**src/rtl/fmps_pkg.sv**
```systemverilog
// Shared FMPS definitions: status codes, collector FSM states, header field
// defaults and a saturating counter helper.
package fmps_pkg;

    localparam int unsigned STATUS_W = 2;
    localparam int unsigned COUNT_W  = 16;

    localparam logic [STATUS_W-1:0] ST_OK        = 2'd0;
    localparam logic [STATUS_W-1:0] ST_BAD_MAGIC = 2'd1;
    localparam logic [STATUS_W-1:0] ST_BAD_SIZE  = 2'd2;
    localparam logic [STATUS_W-1:0] ST_BAD_INDEX = 2'd3;

    typedef enum logic [1:0] {
        S_HEADER = 2'd0,
        S_DATA   = 2'd1,
        S_DRAIN  = 2'd2
    } fmps_state_t;

    // Header layout shared with the mux and packet generators
    localparam int unsigned FMPS_DATA_WIDTH      = 32;
    localparam int unsigned FMPS_MAGIC_WIDTH     = 16;
    localparam int unsigned FMPS_MAGIC_START_BIT = 16;
    localparam int unsigned FMPS_INDEX_WIDTH     = 5;
    localparam int unsigned FMPS_INDEX_START_BIT = 10;

    // Increment that sticks at all-ones
    function automatic logic [COUNT_W-1:0] sat_inc(input logic [COUNT_W-1:0] v);
        return (&v) ? v : v + COUNT_W'(1);
    endfunction

endpackage

```
**src/rtl/fmps_packet_collector_if.sv**
```systemverilog
// AXI-stream bundle between axisMux (master) and the packet collector (slave).
//   s_valid/s_ready : handshake
//   s_last          : end of packet
//   s_data          : stream word
//   s_user          : sideband, carried but unused by the collector
interface fmps_packet_collector_if #(
    parameter int unsigned DATA_WIDTH = fmps_pkg::FMPS_DATA_WIDTH,
    parameter int unsigned USER_WIDTH = 1
) ();
    logic                  s_valid;
    logic                  s_ready;
    logic                  s_last;
    logic [DATA_WIDTH-1:0] s_data;
    logic [USER_WIDTH-1:0] s_user;

    modport master (output s_valid, s_last, s_data, s_user, input s_ready);
    modport slave  (input s_valid, s_last, s_data, s_user, output s_ready);
endinterface

```
**src/rtl/fmps_packet_bank.sv**
```systemverilog
// Per-index payload store: NUM_INDICES entries, one write port, registered read.
//   clk, rst      : clock, synchronous active-high reset (read register only)
//   wr_en_i       : write enable
//   wr_addr_i     : write index
//   wr_data_i     : write payload
//   rd_addr_i     : read index; out-of-range reads return 0
//   rd_data_o     : read payload, one cycle after rd_addr_i
module fmps_packet_bank #(
    parameter int unsigned PAYLOAD_W   = 32,
    parameter int unsigned NUM_INDICES = 16,
    parameter int unsigned INDEX_WIDTH = 5
) (
    input  logic                   clk,
    input  logic                   rst,
    input  logic                   wr_en_i,
    input  logic [INDEX_WIDTH-1:0] wr_addr_i,
    input  logic [PAYLOAD_W-1:0]   wr_data_i,
    input  logic [INDEX_WIDTH-1:0] rd_addr_i,
    output logic [PAYLOAD_W-1:0]   rd_data_o
);

    logic [PAYLOAD_W-1:0] mem_q [NUM_INDICES];
    logic [PAYLOAD_W-1:0] rd_data_d;
    logic [PAYLOAD_W-1:0] rd_data_q;

    // Address decode by compare keeps the index width independent of the depth
    always_comb begin
        rd_data_d = '0;
        for (int i = 0; i < int'(NUM_INDICES); i++) begin
            if (rd_addr_i == INDEX_WIDTH'(i)) begin
                rd_data_d = mem_q[i];
            end
        end
    end

    // Storage is not reset; a same-edge read sees the old entry
    always_ff @(posedge clk) begin
        for (int i = 0; i < int'(NUM_INDICES); i++) begin
            if (wr_en_i && (wr_addr_i == INDEX_WIDTH'(i))) begin
                mem_q[i] <= wr_data_i;
            end
        end
    end

    always_ff @(posedge clk) begin
        if (rst) begin
            rd_data_q <= '0;
        end else begin
            rd_data_q <= rd_data_d;
        end
    end

    assign rd_data_o = rd_data_q;

endmodule

```
**src/rtl/fmps_packet_collector.sv**
```systemverilog
// Collects FMPS packets from the merged stream, validates framing/magic/index,
// stores OK payloads per index and tracks per-FA-cycle arrival.
//   clk, rst             : clock, synchronous active-high reset
//   newCycleStrobe       : FA cycle start, clears map/count/complete flag
//   expectedHeaderMagic  : magic required in each header
//   s_axis               : stream slave (never backpressures outside reset)
//   statusStrobe/Code    : pulse + code at each terminating beat
//   packetStrobe/Index/Data : last OK packet
//   validMap             : indices received this cycle
//   cycleCompleteStrobe  : once per cycle when validMap goes all ones
//   packetCount          : OK packets this cycle (saturating)
//   errorCount           : bad packets since reset (saturating)
//   rdAddr/rdData        : bank read port, 1-cycle latency
module fmps_packet_collector
    import fmps_pkg::*;
#(
    parameter int unsigned DATA_WIDTH      = FMPS_DATA_WIDTH,
    parameter int unsigned USER_WIDTH      = 1,
    parameter int unsigned MAGIC_WIDTH     = FMPS_MAGIC_WIDTH,
    parameter int unsigned MAGIC_START_BIT = FMPS_MAGIC_START_BIT,
    parameter int unsigned INDEX_WIDTH     = FMPS_INDEX_WIDTH,
    parameter int unsigned INDEX_START_BIT = FMPS_INDEX_START_BIT,
    parameter int unsigned NUM_DATA_WORDS  = 1,
    parameter int unsigned NUM_INDICES     = 16
) (
    input  logic                                 clk,
    input  logic                                 rst,
    input  logic                                 newCycleStrobe,
    input  logic [MAGIC_WIDTH-1:0]               expectedHeaderMagic,
    fmps_packet_collector_if.slave               s_axis,
    output logic                                 statusStrobe,
    output logic [STATUS_W-1:0]                  statusCode,
    output logic                                 packetStrobe,
    output logic [INDEX_WIDTH-1:0]               packetIndex,
    output logic [DATA_WIDTH*NUM_DATA_WORDS-1:0] packetData,
    output logic [NUM_INDICES-1:0]               validMap,
    output logic                                 cycleCompleteStrobe,
    output logic [COUNT_W-1:0]                   packetCount,
    output logic [COUNT_W-1:0]                   errorCount,
    input  logic [INDEX_WIDTH-1:0]               rdAddr,
    output logic [DATA_WIDTH*NUM_DATA_WORDS-1:0] rdData
);

    localparam int unsigned PAYLOAD_W = DATA_WIDTH * NUM_DATA_WORDS;
    localparam int unsigned CNT_W     = (NUM_DATA_WORDS > 1) ? $clog2(NUM_DATA_WORDS) : 1;
    localparam logic [CNT_W-1:0] LAST_WORD = CNT_W'(NUM_DATA_WORDS - 1);

    fmps_state_t              state_q;
    logic                     s_ready_q;
    logic [CNT_W-1:0]         word_cnt_q;
    logic [INDEX_WIDTH-1:0]   idx_q;
    logic [PAYLOAD_W-1:0]     cap_q;
    logic                     status_strobe_q;
    logic [STATUS_W-1:0]      status_code_q;
    logic                     packet_strobe_q;
    logic [INDEX_WIDTH-1:0]   packet_index_q;
    logic [PAYLOAD_W-1:0]     packet_data_q;
    logic [NUM_INDICES-1:0]   valid_map_q;
    logic                     complete_q;
    logic                     cycle_complete_q;
    logic [COUNT_W-1:0]       packet_count_q;
    logic [COUNT_W-1:0]       error_count_q;

    logic                     beat_c;
    logic [MAGIC_WIDTH-1:0]   hdr_magic_c;
    logic [INDEX_WIDTH-1:0]   hdr_idx_c;
    logic                     idx_oob_c;
    logic [PAYLOAD_W-1:0]     cap_c;
    logic [NUM_INDICES-1:0]   idx_onehot_c;
    logic [USER_WIDTH-1:0]    unused_user;

    assign beat_c      = s_axis.s_valid & s_ready_q;
    assign hdr_magic_c = s_axis.s_data[MAGIC_START_BIT +: MAGIC_WIDTH];
    assign hdr_idx_c   = s_axis.s_data[INDEX_START_BIT +: INDEX_WIDTH];
    assign idx_oob_c   = 32'(hdr_idx_c) >= 32'(NUM_INDICES);
    assign unused_user = s_axis.s_user;

    // Capture register with the current beat dropped into slot word_cnt_q
    always_comb begin
        cap_c = cap_q;
        for (int w = 0; w < int'(NUM_DATA_WORDS); w++) begin
            if (word_cnt_q == CNT_W'(w)) begin
                cap_c[w*DATA_WIDTH +: DATA_WIDTH] = s_axis.s_data;
            end
        end
    end

    always_comb begin
        idx_onehot_c = '0;
        for (int i = 0; i < int'(NUM_INDICES); i++) begin
            if (idx_q == INDEX_WIDTH'(i)) begin
                idx_onehot_c[i] = 1'b1;
            end
        end
    end

    // Framing FSM with registered status, map and counters. Later assignments
    // in the block override the newCycleStrobe clear so a same-edge OK survives.
    always_ff @(posedge clk) begin
        if (rst) begin
            state_q          <= S_HEADER;
            s_ready_q        <= 1'b0;
            word_cnt_q       <= '0;
            idx_q            <= '0;
            cap_q            <= '0;
            status_strobe_q  <= 1'b0;
            status_code_q    <= ST_OK;
            packet_strobe_q  <= 1'b0;
            packet_index_q   <= '0;
            packet_data_q    <= '0;
            valid_map_q      <= '0;
            complete_q       <= 1'b0;
            cycle_complete_q <= 1'b0;
            packet_count_q   <= '0;
            error_count_q    <= '0;
        end else begin
            s_ready_q        <= 1'b1;
            status_strobe_q  <= 1'b0;
            packet_strobe_q  <= 1'b0;
            cycle_complete_q <= 1'b0;

            if (newCycleStrobe) begin
                valid_map_q    <= '0;
                packet_count_q <= '0;
                complete_q     <= 1'b0;
            end else if (!complete_q && (&valid_map_q)) begin
                cycle_complete_q <= 1'b1;
                complete_q       <= 1'b1;
            end

            if (beat_c) begin
                unique case (state_q)
                    S_HEADER: begin
                        idx_q <= hdr_idx_c;
                        if (s_axis.s_last) begin
                            status_strobe_q <= 1'b1;
                            status_code_q   <= ST_BAD_SIZE;
                            error_count_q   <= sat_inc(error_count_q);
                        end else if (hdr_magic_c != expectedHeaderMagic) begin
                            status_strobe_q <= 1'b1;
                            status_code_q   <= ST_BAD_MAGIC;
                            error_count_q   <= sat_inc(error_count_q);
                            state_q         <= S_DRAIN;
                        end else if (idx_oob_c) begin
                            status_strobe_q <= 1'b1;
                            status_code_q   <= ST_BAD_INDEX;
                            error_count_q   <= sat_inc(error_count_q);
                            state_q         <= S_DRAIN;
                        end else begin
                            word_cnt_q <= '0;
                            state_q    <= S_DATA;
                        end
                    end
                    S_DATA: begin
                        cap_q <= cap_c;
                        if (word_cnt_q == LAST_WORD) begin
                            status_strobe_q <= 1'b1;
                            if (s_axis.s_last) begin
                                status_code_q   <= ST_OK;
                                packet_strobe_q <= 1'b1;
                                packet_index_q  <= idx_q;
                                packet_data_q   <= cap_c;
                                valid_map_q     <= (newCycleStrobe ? '0 : valid_map_q) | idx_onehot_c;
                                packet_count_q  <= newCycleStrobe ? COUNT_W'(1) : sat_inc(packet_count_q);
                                state_q         <= S_HEADER;
                            end else begin
                                status_code_q <= ST_BAD_SIZE;
                                error_count_q <= sat_inc(error_count_q);
                                state_q       <= S_DRAIN;
                            end
                        end else if (s_axis.s_last) begin
                            status_strobe_q <= 1'b1;
                            status_code_q   <= ST_BAD_SIZE;
                            error_count_q   <= sat_inc(error_count_q);
                            state_q         <= S_HEADER;
                        end else begin
                            word_cnt_q <= word_cnt_q + CNT_W'(1);
                        end
                    end
                    S_DRAIN: begin
                        if (s_axis.s_last) begin
                            state_q <= S_HEADER;
                        end
                    end
                    default: state_q <= S_HEADER;
                endcase
            end
        end
    end

    // Bank is written from the registered OK packet, one edge after completion
    fmps_packet_bank #(
        .PAYLOAD_W   (PAYLOAD_W),
        .NUM_INDICES (NUM_INDICES),
        .INDEX_WIDTH (INDEX_WIDTH)
    ) u_bank (
        .clk       (clk),
        .rst       (rst),
        .wr_en_i   (packet_strobe_q),
        .wr_addr_i (packet_index_q),
        .wr_data_i (packet_data_q),
        .rd_addr_i (rdAddr),
        .rd_data_o (rdData)
    );

    assign s_axis.s_ready      = s_ready_q;
    assign statusStrobe        = status_strobe_q;
    assign statusCode          = status_code_q;
    assign packetStrobe        = packet_strobe_q;
    assign packetIndex         = packet_index_q;
    assign packetData          = packet_data_q;
    assign validMap            = valid_map_q;
    assign cycleCompleteStrobe = cycle_complete_q;
    assign packetCount         = packet_count_q;
    assign errorCount          = error_count_q;

endmodule
```
**src/flat_wrapper.sv**
```systemverilog
// flat-port wrapper written by rule: the top's interface ports become plain ports
module fmps_packet_collector_flat import fmps_pkg::*;
#(
    parameter int unsigned DATA_WIDTH      = FMPS_DATA_WIDTH,
    parameter int unsigned USER_WIDTH      = 1,
    parameter int unsigned MAGIC_WIDTH     = FMPS_MAGIC_WIDTH,
    parameter int unsigned MAGIC_START_BIT = FMPS_MAGIC_START_BIT,
    parameter int unsigned INDEX_WIDTH     = FMPS_INDEX_WIDTH,
    parameter int unsigned INDEX_START_BIT = FMPS_INDEX_START_BIT,
    parameter int unsigned NUM_DATA_WORDS  = 1,
    parameter int unsigned NUM_INDICES     = 16
)
  (clk, rst, newCycleStrobe, expectedHeaderMagic, statusStrobe, statusCode, packetStrobe, packetIndex, packetData, validMap, cycleCompleteStrobe, packetCount, errorCount, rdAddr, rdData, s_axis_s_valid, s_axis_s_last, s_axis_s_data, s_axis_s_user, s_axis_s_ready);
  fmps_packet_collector_if #(.DATA_WIDTH(DATA_WIDTH), .USER_WIDTH(USER_WIDTH)) s_axis_i ();
  input  logic clk;
  input  logic rst;
  input  logic newCycleStrobe;
  input  logic [MAGIC_WIDTH-1:0] expectedHeaderMagic;
  output logic statusStrobe;
  output logic [STATUS_W-1:0] statusCode;
  output logic packetStrobe;
  output logic [INDEX_WIDTH-1:0] packetIndex;
  output logic [DATA_WIDTH*NUM_DATA_WORDS-1:0] packetData;
  output logic [NUM_INDICES-1:0] validMap;
  output logic cycleCompleteStrobe;
  output logic [COUNT_W-1:0] packetCount;
  output logic [COUNT_W-1:0] errorCount;
  input  logic [INDEX_WIDTH-1:0] rdAddr;
  output logic [DATA_WIDTH*NUM_DATA_WORDS-1:0] rdData;
  input wire logic [$bits(s_axis_i.s_valid)-1:0] s_axis_s_valid;
  input wire logic [$bits(s_axis_i.s_last)-1:0] s_axis_s_last;
  input wire logic [$bits(s_axis_i.s_data)-1:0] s_axis_s_data;
  input wire logic [$bits(s_axis_i.s_user)-1:0] s_axis_s_user;
  output wire logic [$bits(s_axis_i.s_ready)-1:0] s_axis_s_ready;
  assign s_axis_i.s_valid = s_axis_s_valid;
  assign s_axis_i.s_last = s_axis_s_last;
  assign s_axis_i.s_data = s_axis_s_data;
  assign s_axis_i.s_user = s_axis_s_user;
  assign s_axis_s_ready = s_axis_i.s_ready;
  fmps_packet_collector #(.DATA_WIDTH(DATA_WIDTH), .USER_WIDTH(USER_WIDTH), .MAGIC_WIDTH(MAGIC_WIDTH), .MAGIC_START_BIT(MAGIC_START_BIT), .INDEX_WIDTH(INDEX_WIDTH), .INDEX_START_BIT(INDEX_START_BIT), .NUM_DATA_WORDS(NUM_DATA_WORDS), .NUM_INDICES(NUM_INDICES)) u_core (.clk(clk), .rst(rst), .newCycleStrobe(newCycleStrobe), .expectedHeaderMagic(expectedHeaderMagic), .s_axis(s_axis_i), .statusStrobe(statusStrobe), .statusCode(statusCode), .packetStrobe(packetStrobe), .packetIndex(packetIndex), .packetData(packetData), .validMap(validMap), .cycleCompleteStrobe(cycleCompleteStrobe), .packetCount(packetCount), .errorCount(errorCount), .rdAddr(rdAddr), .rdData(rdData));
endmodule
```
**config.mk**
```make
export PLATFORM = sky130hd
export DESIGN_NAME = fmps_packet_collector_flat
export DESIGN_NICKNAME = d
export VERILOG_FILES = /design/src/rtl/fmps_pkg.sv /design/src/rtl/fmps_packet_collector_if.sv /design/src/rtl/fmps_packet_bank.sv /design/src/rtl/fmps_packet_collector.sv /design/src/flat_wrapper.sv
export SDC_FILE = /design/constraint.sdc
export NUM_CORES = 1
export LEC_CHECK = 0
export CAP_MARGIN = 20
export CORE_UTILIZATION = 55
export CTS_CLUSTER_SIZE = 28
export DETAILED_ROUTE_END_ITERATION = 7
export PLACE_DENSITY = 0.76
export SLEW_MARGIN = 20
export SYNTH_ARGS = -nofsm -noshare
export SYNTH_HDL_FRONTEND = slang
export SYNTH_HIERARCHICAL = 1
export SYNTH_SLANG_ARGS = --single-unit
```
**constraint.sdc**
```tcl
create_clock -name clk -period 6.4 [get_ports clk]
set_clock_uncertainty 0.05 [all_clocks]
set_input_delay 1.28 -clock clk [delete_from_list [all_inputs] [get_ports clk]]
set_output_delay 1.28 -clock clk [all_outputs]
set_load 0.02 [all_outputs]
```
[Word level (Yosys, flattened, before mapping)]
Memory sizes are Yosys's and may differ from the RTL's.
Index checks and enable logic that the tools add are counted.
Word-level totals
  register bits: 164
  memory bits (writable): 512
  bits of input ports: 59
  output and inout port bits: 123
  word-level logic and storage cells: 289
  memories: 1
Memories
  u_core.u_bank.mem_q: words 16, width 32, read ports 16, clocked after Yosys merged registers in 0, write ports 1, line fmps_packet_bank.sv:22  | logic [PAYLOAD_W-1:0] mem_q [NUM_INDICES];
Operators by class
  add/sub/neg operators: 3
  order comparisons: 1
  eq/ne operators: 55
  muxes and demuxes: 157
  bitwise logic cells: 5
  reductions and logical operators: 51
Operators by type and width (number)
  $mux 32: 32
  $reduce_or 32->1: 15
  $mux 16: 19
  $eq 5x4->1 const B: 24
  $mux 1: 75
  $eq 5x3->1 const B: 12
  $mux 4: 15
  $reduce_and 16->1: 3
  $add 16x1->16 const B: 2
  $pmux 16 s2: 1
  $eq 5x2->1 const B: 6
  $mux 2: 11
  $logic_and 1x1->1: 17
  $ne 16x16->1: 1
  $or 16x16->16: 1
  $eq 5x1->1 const B: 3
  $logic_not 5->1: 3
  $reduce_and 5->1: 2
  $reduce_and 4->1: 2
  $ne 2x2->1 const B: 3
  $ne 6x5->1 const B: 1
  $pmux 2 s3: 1
  $reduce_and 2->1: 3
  $ge 5x5->1 const B: 1
  other kinds (15): 19

[Depth between registers and ports, before layout]
  depth after elaboration: 20
  mapped depth: 10
  mapped depth without buffers: 7

[By module]
The synthesis kept the hierarchy.
By module, submodules not included
  fmps_packet_bank: times used 1, cells each 1337, area each 20852.5 um^2, seq. area each 16015.4 um^2
  fmps_packet_collector: times used 1, cells each 499, area each 4350.4 um^2, seq. area each 2001.9 um^2

[Worst setup path before layout]
No wires, ideal clock.
  path type: register to register
  start point: register u_core.packet_index_q[4] (netlist: u_core/packetIndex[4])
  end point: memory u_core.u_bank.mem_q[2][0] (netlist: u_core/u_bank/mem_q[0][64]), enable pin
  library setup time: 0.461 ns
  arrival: 3.279 ns
  data required time: 5.889 ns
  setup slack: 2.610 ns
  cell stages (with the launch flop): 4
  buffers on the path: 0
  clock period less this slack: 3.790 ns
  cells stage by stage: dfxtp_1 nand2b_1 or3b_2 nor3_1
On the way
  word-level cells in the longest chain between the ends: 20
  elaborated cells on any way between the ends: 109
  classes of those cells: eq/ne: 15; mux: 62; reduce/logical: 32
Ends and longest elaborated chain
  start: declaration: line fmps_packet_collector.sv:56  | logic [INDEX_WIDTH-1:0] packet_index_q;
  start signal: assignment: line fmps_packet_collector.sv:161  | packet_index_q <= idx_q;
  $eq 5x1->1: line fmps_packet_bank.sv:39  | if (wr_en_i && (wr_addr_i == INDEX_WIDTH'(i))) begin
  $logic_and 1x1->1: line fmps_packet_bank.sv:39
  $mux 1: line fmps_packet_bank.sv:39
  $mux 1 (not written as such): line fmps_packet_bank.sv:40  | mem_q[i] <= wr_data_i;
  $reduce_or 32->1 (no source line)
  $mux 4 (no source line) / $mux 1 (equally long branches) (15 in a row)
  end: declaration: line fmps_packet_bank.sv:22
Parallel ways exist; a longest one is shown, timed or not.

[Worst setup path after layout]
  start point: input port rdAddr[3]
  end point: register u_core.u_bank.rd_data_q[30] (netlist: u_core/u_bank/rd_data_o[30])
On the way
  word-level cells in the longest chain between the ends: 17
  elaborated cells on any way between the ends: 32
  classes of those cells: eq/ne: 15; mux: 16; reduce/logical: 1
Ends and longest elaborated chain
  start: declaration: line flat_wrapper.sv:28  | input logic [INDEX_WIDTH-1:0] rdAddr;
  $logic_not 5->1: line fmps_packet_bank.sv:30  | if (rd_addr_i == INDEX_WIDTH'(i)) begin
  $mux 32 (15 in a row): line fmps_packet_bank.sv:30
  $mux 32 (*): line fmps_packet_bank.sv:30
  end signal: assignment: line fmps_packet_bank.sv:49  | rd_data_q <= rd_data_d;
  end: declaration: line fmps_packet_bank.sv:24  | logic [PAYLOAD_W-1:0] rd_data_q;
Every way passes the cells marked *; elsewhere a longest branch is shown, timed or not.
A chain may end at the register's enable or synchronous reset.

==> flow_summary_export.csv <==
group,metric,value,unit
outcome,outcome,"complete, no violations",
yosys,yosys_warnings,6,
yosys,yosysMostFrequentCell,"edfxtp_1",
clock_network,cts_tree,"yes",
layout,final_area,29700,um^2
setup_path,cp-end-kind,"flip-flop",
yosys,ys_ff_latch,644,
sta,tightestPinTransition,1.11,ns
pwr,irDropWorstVdd,0.231,mV
setup_path,max_stage_delay,0.86,ns
sta,hold_violations,0,
sta,maxSlewViolCount,0,
min_path,worstHoldPathType,"flip-flop to flip-flop",
route,wl,69.8,mm
global_routing,grt_max_degree,74,
floorplan,ios,182,
layout,drive_gt1_share,10.8,%
floorplan,die_w,216,um
global_routing,grt_pass1_vias,16800,
clock_network,cts_buffers,61,
yosys,syn_avg_cell_area,13.7,um^2
placement,portBuffers,180,
setup_path,criticalPathCategory,"input port to flip-flop",
sta,slew_headroom,26.1,%
yosys,synth_area_leaders,"edfxtp_1, dfxtp_1, a21oi_1",
sta,fmax,240,MHz
clock_network,htree_levels,2,
route,ant_nets,0,
clock_network,root_buffer,"clkbuf_16",
yosys,netlist.area_leader.share,61.0,%
layout,fill_cells,3153,
yosys,synth_common_cells,"edfxtp_1, nand2_1, a21oi_1",
clock_network,hold_buffers,0,
clock_network,cts_setup_buffers,0,
pwr,power_leakage,9.60,nW
global_routing,overflow,0,
sta,fin_crit_sh,65.2,%
layout,multi_input_area,6650,um^2
floorplan,initial_core_util,55.7,%
global_routing,track_usage,29.6,%
route,drc,0,
setup_path,arrival,4.57,ns
route,wl_per_cell,26.2,um
clock_network,cts_resized,0,
setup_path,worstSetupStartpointType,"input port",
route,dr.first_iter.drc_count,2377,
run,maxCapViolCount,0,
placement,dp_hpwl,41.2,mm
yosys,synth_nets,1897,
setup_path,critical_path_required,6.80,ns
pwr,p_per_area,289,nW/um^2
yosys,synthCells,1836,
route,routed_via_density,6.48,
global_routing,antenna_found_initial,0,
yosys,syn_area,25200,um^2
route,via_count,17300,
sta,rsz0062_at_grt,"false",
clock_network,clk_latency,0.62,ns
yosys,synth_seq_area_share,71.5,%
yosys,yosys_most_used_dff,"edfxtp_1",
setup_path,path_cells,"clkdlybuf4s50_1 > nand2b_4 > nor3_4 > buf_4 > a21oi_1 > nand4_1 > nor2_1 > nor4_1",
yosys,synth_edf_count,512,
clock_network,clkTransAtPathRegs,0.06,ns
layout,nets,2075,
layout,syn_to_final_growth,17.9,%
route,dr.pass1.iters,6,
clock_network,cts.path.max_buffers,3,
floorplan,rows,78,
layout,seq_area,18000,um^2
placement,gp_congestion,0.870,
floorplan,core_area,45300,um^2
clock_network,clock-sinks,644,
sta,final.min_clock_period,4.17,ns
yosys,ys_types,94,
placement,dpl_cell_area,27600,um^2
setup_path,critPathMaxFanout,23,
floorplan,die-area,46700,um^2
global_routing,grt_first_pass_wirelength,103,mm
sta,fin_setup_tns,0,ns
setup_path,cp_slowest_cell,"clkdlybuf4s50_1",
yosys,synth_top_area_cell,"edfxtp_1",
sta,setup_violations,0,
floorplan,die_h,216,um
yosys,synth-async-reset-ratio,0,%
-- report_power, final --
group          total, mW  switching, mW  internal [mW]
Combinational      0.363          0.221          0.142
Sequential          4.49         0.0160           4.48
Clock               3.72           1.53           2.19
-- logic make-up after synthesis --
family | count (synthesis) | synth area share (%)
AOI/OAI and AO/OA | 477 | 12.8
xor gates and xnor gates | 29 | 1.01
adders and majority gates | 2 | 0.0993
buffers and inverters | 121 | 2.68
DFF | 644 | 71.5
muxes | 19 | 1.05
and+or+nand+nor | 544 | 10.9
-- cells in the final DEF, fill, tap and decap left out, types with 37 or more instances in the layout --
master	n
nor3_1	43
a22oi_1	59
clkbuf_16	63
edfxtp_1	512
o22ai_1	47
buf_4	46
a21oi_1	142
dfxtp_1	132
o21ai_0	47
nor2_1	129
clkdlybuf4s50_1	177
nand2_1	183
o221ai_1	37
-- flip-flops by register name, indices dropped and copies added, names as in the netlist, 5 cells and up --
register                 flops
u_core/u_bank/mem_q        512
u_core/packetData           32
u_core/u_bank/rd_data_o     32
u_core/errorCount           16
u_core/packetCount          16
u_core/validMap             16
u_core/idx_q                 5
u_core/packetIndex           5
-- path summary, 6_finish.rpt --
path                                       start  depth (start not counted)                                endpoint  slack, ns
setup / recovery                       rdAddr[3]                          8  u_core/u_bank/rd_data_o[30]$_SDFF_PP0_       2.23
hold / removal    u_core/complete_q$_SDFFE_PP0P_                          1          u_core/complete_q$_SDFFE_PP0P_       0.40
setup reg to reg  u_core/state_q[0]$_SDFFE_PP0P_                          6     u_core/packetCount[11]$_SDFFE_PP0P_       3.69
hold reg to reg   u_core/complete_q$_SDFFE_PP0P_                          1          u_core/complete_q$_SDFFE_PP0P_       0.40
-- routing by layer --
layer	global-route usage, %	routed length [um]	vias up
li1	-	-	7483
met1	39.8	26100	8426
met2	47.4	33100	1213
met3	6.41	8340	181
met4	11.4	2230	0
met5	0	0	-
-- worst max-delay path, delay by kind of cell --
| family | cells | cell delay, ns |
|---|---|---|
| AOI/OAI and AO/OA | 1 | 0.11 |
| and+or+nand+nor | 5 | 1.90 |
| buffers and inverters | 2 | 1.25 |
-- cell type report --
cell class                      count  area share [%]
Multi-Input combinational cell   1071            22.4
Timing Repair Buffer              226            7.25
Clock buffer                       94            6.24
Sequential cell                   644            60.6
Antenna cell                        2          0.0168
Inverter                           10           0.126
Clock inverter                     22           0.846
Tap cell                          600            2.53
-- stage by stage --
stage          power [mW]  util [%]  hold WS, ns  std cells  setup WS, ns
2_1_floorplan        4.79         -        0.370       1836          2.61
3_3_place_gp         4.93      60.9        0.380       2550          1.79
3_5_place_dp         4.94      61.0        0.387       2551          1.71
4_1_cts              8.60      65.6        0.402       2667          2.33
5_1_grt              8.78      65.6        0.423       2667          2.08
6_report             8.58      65.6        0.402       2669          2.23
No activity file was read; power rests on OpenSTA's default activity.
